--- src/rtl/imem_loader_pkg.sv ---
// ---------------------------------------------------------------------------
// imem_loader_pkg
//   Shared definitions for the instruction-memory loader.
//   - loader_state_e : FSM state encoding (IDLE, RECV, WRITE, CHECK, FIN)
//   - BYTE_ORDER_LITTLE : incoming byte stream is little-endian per word
//   - byte_lane()    : maps the n-th received byte of a word to its lane
// ---------------------------------------------------------------------------
package imem_loader_pkg;

  typedef enum logic [2:0] {
    IDLE  = 3'd0,
    RECV  = 3'd1,
    WRITE = 3'd2,
    CHECK = 3'd3,
    FIN   = 3'd4
  } loader_state_e;

  // 1: first byte of a word lands in bits 7:0; 0: first byte in bits 31:24.
  localparam bit BYTE_ORDER_LITTLE = 1'b1;

  // Lane (0 = bits 7:0 ... 3 = bits 31:24) that receives byte number idx.
  function automatic logic [1:0] byte_lane(input logic [1:0] idx);
    return BYTE_ORDER_LITTLE ? idx : ~idx;
  endfunction

endpackage

--- src/rtl/imem_loader.sv ---
// ---------------------------------------------------------------------------
// imem_loader
//   Receives a program as a byte stream (valid/ready handshake), assembles
//   32-bit words and writes them to instruction memory from address 0 up.
//   The stream ends with one trailer byte that must equal the XOR of all
//   data bytes; a mismatch (or an illegal word count) raises load_err.
//
// Ports
//   clk            : clock, rising edge
//   reset_n        : asynchronous active-low reset
//   start          : load request, only looked at in IDLE
//   load_words     : number of words to load (1..RAM_SIZE), sampled with start
//   byte_valid     : byte_data carries a byte
//   byte_data      : program byte
//   byte_ready     : loader accepts a byte this cycle (RECV / CHECK)
//   mem_write      : one-cycle write strobe to instruction memory
//   mem_address    : word address for the write
//   mem_write_data : assembled instruction word
//   busy           : load in progress (hold the CPU)
//   done           : one-cycle pulse when a load ends
//   load_err       : result flag, valid from done until the next accepted start
// ---------------------------------------------------------------------------
module imem_loader
  import imem_loader_pkg::*;
#(
  parameter int RAM_SIZE     = 256,
  parameter int RAM_SIZE_BIT = 8
) (
  input  logic                    clk,
  input  logic                    reset_n,
  input  logic                    start,
  input  logic [RAM_SIZE_BIT:0]   load_words,
  input  logic                    byte_valid,
  input  logic [7:0]              byte_data,
  output logic                    byte_ready,
  output logic                    mem_write,
  output logic [RAM_SIZE_BIT-1:0] mem_address,
  output logic [31:0]             mem_write_data,
  output logic                    busy,
  output logic                    done,
  output logic                    load_err
);

  localparam logic [RAM_SIZE_BIT:0] LP_RAM_WORDS = (RAM_SIZE_BIT + 1)'(RAM_SIZE);
  localparam logic [RAM_SIZE_BIT:0] LP_ONE       = (RAM_SIZE_BIT + 1)'(1);

  loader_state_e           r_state;
  logic [RAM_SIZE_BIT:0]   r_count;
  logic [RAM_SIZE_BIT:0]   r_word_idx;
  logic [1:0]              r_byte_idx;
  logic [7:0]              r_csum;
  logic [31:0]             r_word;
  logic                    r_mem_write;
  logic [RAM_SIZE_BIT-1:0] r_mem_address;
  logic [31:0]             r_mem_write_data;
  logic                    r_done;
  logic                    r_load_err;

  logic                    w_xfer;
  logic                    w_len_ok;
  logic [RAM_SIZE_BIT:0]   w_idx_next;
  logic [31:0]             w_word_next;

  assign w_xfer     = byte_valid & byte_ready;
  assign w_len_ok   = (load_words != '0) && (load_words <= LP_RAM_WORDS);
  assign w_idx_next = r_word_idx + LP_ONE;

  // Current word with the incoming byte merged into its lane; used both to
  // update the assembly register and, on the 4th byte, as the write data.
  always_comb begin
    w_word_next = r_word;
    w_word_next[{byte_lane(r_byte_idx), 3'b000} +: 8] = byte_data;
  end

  always_ff @(posedge clk or negedge reset_n) begin
    if (!reset_n) begin
      r_state          <= IDLE;
      r_count          <= '0;
      r_word_idx       <= '0;
      r_byte_idx       <= '0;
      r_csum           <= '0;
      r_word           <= '0;
      r_mem_write      <= 1'b0;
      r_mem_address    <= '0;
      r_mem_write_data <= '0;
      r_done           <= 1'b0;
      r_load_err       <= 1'b0;
    end else begin
      // Strobes default low; each is raised only on entry to its state.
      r_mem_write <= 1'b0;
      r_done      <= 1'b0;
      case (r_state)
        IDLE: begin
          if (start) begin
            if (w_len_ok) begin
              r_count    <= load_words;
              r_word_idx <= '0;
              r_byte_idx <= '0;
              r_csum     <= '0;
              r_word     <= '0;
              r_load_err <= 1'b0;
              r_state    <= RECV;
            end else begin
              r_load_err <= 1'b1;
              r_done     <= 1'b1;
              r_state    <= FIN;
            end
          end
        end
        RECV: begin
          if (w_xfer) begin
            r_word     <= w_word_next;
            r_csum     <= r_csum ^ byte_data;
            r_byte_idx <= r_byte_idx + 2'd1;
            if (r_byte_idx == 2'd3) begin
              // Address and data are registered here so both are stable
              // for the whole WRITE cycle while mem_write is high.
              r_mem_write      <= 1'b1;
              r_mem_address    <= r_word_idx[RAM_SIZE_BIT-1:0];
              r_mem_write_data <= w_word_next;
              r_state          <= WRITE;
            end
          end
        end
        WRITE: begin
          r_word_idx <= w_idx_next;
          r_state    <= (w_idx_next == r_count) ? CHECK : RECV;
        end
        CHECK: begin
          if (w_xfer) begin
            r_load_err <= (byte_data != r_csum);
            r_done     <= 1'b1;
            r_state    <= FIN;
          end
        end
        FIN: begin
          r_state <= IDLE;
        end
        default: begin
          r_state <= IDLE;
        end
      endcase
    end
  end

  assign byte_ready     = (r_state == RECV) || (r_state == CHECK);
  assign busy           = (r_state != IDLE);
  assign mem_write      = r_mem_write;
  assign mem_address    = r_mem_address;
  assign mem_write_data = r_mem_write_data;
  assign done           = r_done;
  assign load_err       = r_load_err;

endmodule

--- config.mk ---
export PLATFORM = sky130hd
export DESIGN_NAME = imem_loader
export DESIGN_NICKNAME = d
export VERILOG_FILES = /design/src/rtl/imem_loader_pkg.sv /design/src/rtl/imem_loader.sv
export SDC_FILE = /design/constraint.sdc
export NUM_CORES = 1
export LEC_CHECK = 0
export ABC_AREA = 1
export BUFFER_PORTS_ARGS = -buffer_cell sky130_fd_sc_hd__buf_4
export CAP_MARGIN = 30
export CORE_ASPECT_RATIO = 1.1
export CORE_MARGIN = 4
export CORE_UTILIZATION = 35
export DETAILED_ROUTE_END_ITERATION = 12
export PLACE_DENSITY = 0.61
export SETUP_SLACK_MARGIN = 0.3
export SLEW_MARGIN = 20
export SYNTH_ARGS = -nofsm -noshare
export SYNTH_HDL_FRONTEND = slang
export SYNTH_SLANG_ARGS = --single-unit
--- constraint.sdc ---
create_clock -name clk -period 3.1 [get_ports clk]
set_input_delay 0.62 -clock clk [delete_from_list [all_inputs] [get_ports clk]]
set_output_delay 0.62 -clock clk [all_outputs]
set_load 0.02 [all_outputs]
==> results.json <==
{
  "relSlewSlack": 0.4805,
  "worst_pin_slew_ns": 0.7782,
  "yosysSeqAreaShare": 0.5245,
  "synthesis.area_um2": 5057,
  "core_um2": 13960,
  "place.gp.congestion": 0.8398,
  "ctsHoldBuffers": 0,
  "wl_per_cell_um": 13.88,
  "yosys_warnings": 0,
  "seqCellArea_um2": 2653,
  "final_common_cell": "nand2_1",
  "worstSetupPathType": "reg -> reg",
  "synth_nets": 651,
  "n_fill_cell": 1445,
  "clkTransAtPathRegs_ns": 0.08,
  "worst_slack_ns": 0.8670,
  "fin_area_um2": 6028,
  "grt.overflow.total": 0,
  "critPathCaptureType": "flip-flop",
  "status": "finished clean",
  "grt_pass1_vias": 4266,
  "cp_max_fo": 15,
  "synth_cells": 623,
  "maxCapViolations": 0,
  "fin_nets": 711,
  "worst_setup_path_start_kind": "flip-flop",
  "h-tree-depth": 3,
  "leakage_uw": 0.003020,
  "fp-row-count": 45,
  "syn_to_final_growth_pct": 19.20,
  "slew_violations": 0,
  "grt_max_degree": 67,
  "viasPerCell": 4.792,
  "grt_antenna_before_repair": 0,
  "arrival_ns": 2.50,
  "place_area_um2": 5694,
  "rr_worst_depth": 7,
  "final.setup_skew_ns": 0.009966,
  "finalHoldViolations": 0,
  "max_freq_ghz": 0.4478,
  "ys_seq_elements": 106,
  "syn_area_per_cell_um2": 8.118,
  "top_level_ports": 66,
  "clk_latency_ns": 0.35,
  "drt_iter0_markers": 200,
  "tns_ns": 0,
  "synthDistinctLibCells": 31,
  "cellPowerDensity_nw_per_um2": 919.1,
  "clock_sinks": 106,
  "setup_viol": 0,
  "port_buffers": 65,
  "peakVddDrop_mv": 0.3667,
  "die_w_um": 122.6,
  "multi_input_area_um2": 1917,
  "drcViolationCount": 0,
  "drive_above_1_share": 0.1483,
  "utilization": 0.4317,
  "clk_path_buf_depth": 2,
  "place_ws_ns": 0.8373,
  "vias": 4198,
  "drt_wl_total_mm": 12.16,
  "cts_tree": "done",
  "firstDrtPassIters": 4,
  "cts_resized": 0,
  "required_ns": 3.36,
  "p_total_uw": 5540,
  "diodes": 0,
  "dieHeight_um": 134.1,
  "period_share": 0.7203,
  "cts_setup_buffers": 0,
  "rsz0062_at_grt": "false",
  "initial_core_util": 0.3622,
  "layout_common_cells": "nand2_1 (213), dfrtp_1 (106), inv_1 (93)",
  "detail-route-antenna-nets": 0,
  "die_area_um2": 16440,
  "cts_root_buffer": "clkbuf_16",
  "grt_usage": 0.1555,
  "cts_made_buffers": 9,
  "finalCriticalPeriod_ns": 2.233,
  "place_hpwl_mm": 8.470,
  "grt_pass1_wl_mm": 20.58,
  "worstHoldPathType": "in -> async"
}
[cell families (layout without fill, tap and decap cells)]
group | count (synthesis) | in the layout | share of synthesized area
and+or+nand+nor | 270 | 270 | 0.2199
buffers and inverters | 119 | 184 | 0.09698
AOI/OAI and AO/OA | 111 | 111 | 0.1225
DFF | 106 | 106 | 0.5245
xor gates and xnor gates | 10 | 10 | 0.01880
adders and majority gates | 7 | 7 | 0.01732
[metrics by stage]
stage	instances	hold slack (ns)
final	876	0.2105
after detailed placement	858	0.4667
after global placement	858	0.4682
after floorplan	623	0.3244
after global routing	876	0.2467
after CTS	874	0.4007
[final cells by class]
class	count	area share
clock buffer	9	0.03736
sequential	106	0.4400
timing repair buffer	73	0.09631
inverter	95	0.05915
multi-input combinational	398	0.3180
tap	188	0.03902
clock inverter	7	0.01017
[state kept, by name (all words and copies together), names as in the netlist]
register        count
mem_address         8
r_word             32
r_byte_idx          2
r_count             9
load_err            1
r_word_idx          9
mem_write_data     32
r_csum              8
done                1
r_state             3
mem_write           1
[synthesized netlist by cell type, drive strengths merged]
library cell | number | area share
nand4 | 11 | 0.014
xor2 | 3 | 0.0067
clkbuf | 9 | 0.0069
nand3b | 2 | 0.0030
o21ai | 80 | 0.084
o221ai | 1 | 0.0017
dfrtp | 106 | 0.52
xnor2 | 7 | 0.012
buf | 15 | 0.020
nand3 | 21 | 0.022
inv | 95 | 0.071
o211ai | 1 | 0.0015
nor3 | 2 | 0.0020
a21oi | 3 | 0.0030
nor2 | 19 | 0.019
o21a | 2 | 0.0030
nand2 | 215 | 0.16
ha | 7 | 0.017
o22ai | 24 | 0.030
[worst paths after layout]
check,from,to,slack [ns]
setup / recovery,r_byte_idx[0],r_word[0],0.87
hold / removal,reset_n,r_count[5],0.21
setup reg to reg,r_byte_idx[0],r_word[0],0.87
hold reg to reg,mem_write_data[31],mem_write_data[31],0.49
max in group asynchronous,reset_n,r_count[2],2.06
min in group clk,mem_write_data[31],mem_write_data[31],0.49
[layer usage]
metal / global-route usage / wire length [µm] / vias to the layer above
li1: - / - / 2080
met1: 0.2108 / 5584 / 2003
met2: 0.2475 / 5690 / 94
met3: 0.02531 / 596 / 21
met4: 0.06347 / 292 / 0
met5: 0 / 0 / -
[critical path: stages, from the launching register on]
cell	delay [ns]
dfrtp_1	0.61
inv_1	0.18
ha_1	0.47
inv_1	0.12
nand4_1	0.32
o22ai_1	0.28
nand2_1	0.08
o21ai_0	0.08
[report_power, final]
| part | total, µW | switching [µW] | internal (µW) |
|---|---|---|---|
| logic | 2230 | 1410 | 821 |
| registers | 2200 | 321 | 1870 |
| clock network | 1110 | 552 | 561 |
Note: power is estimated with default switching activity, not from simulation.
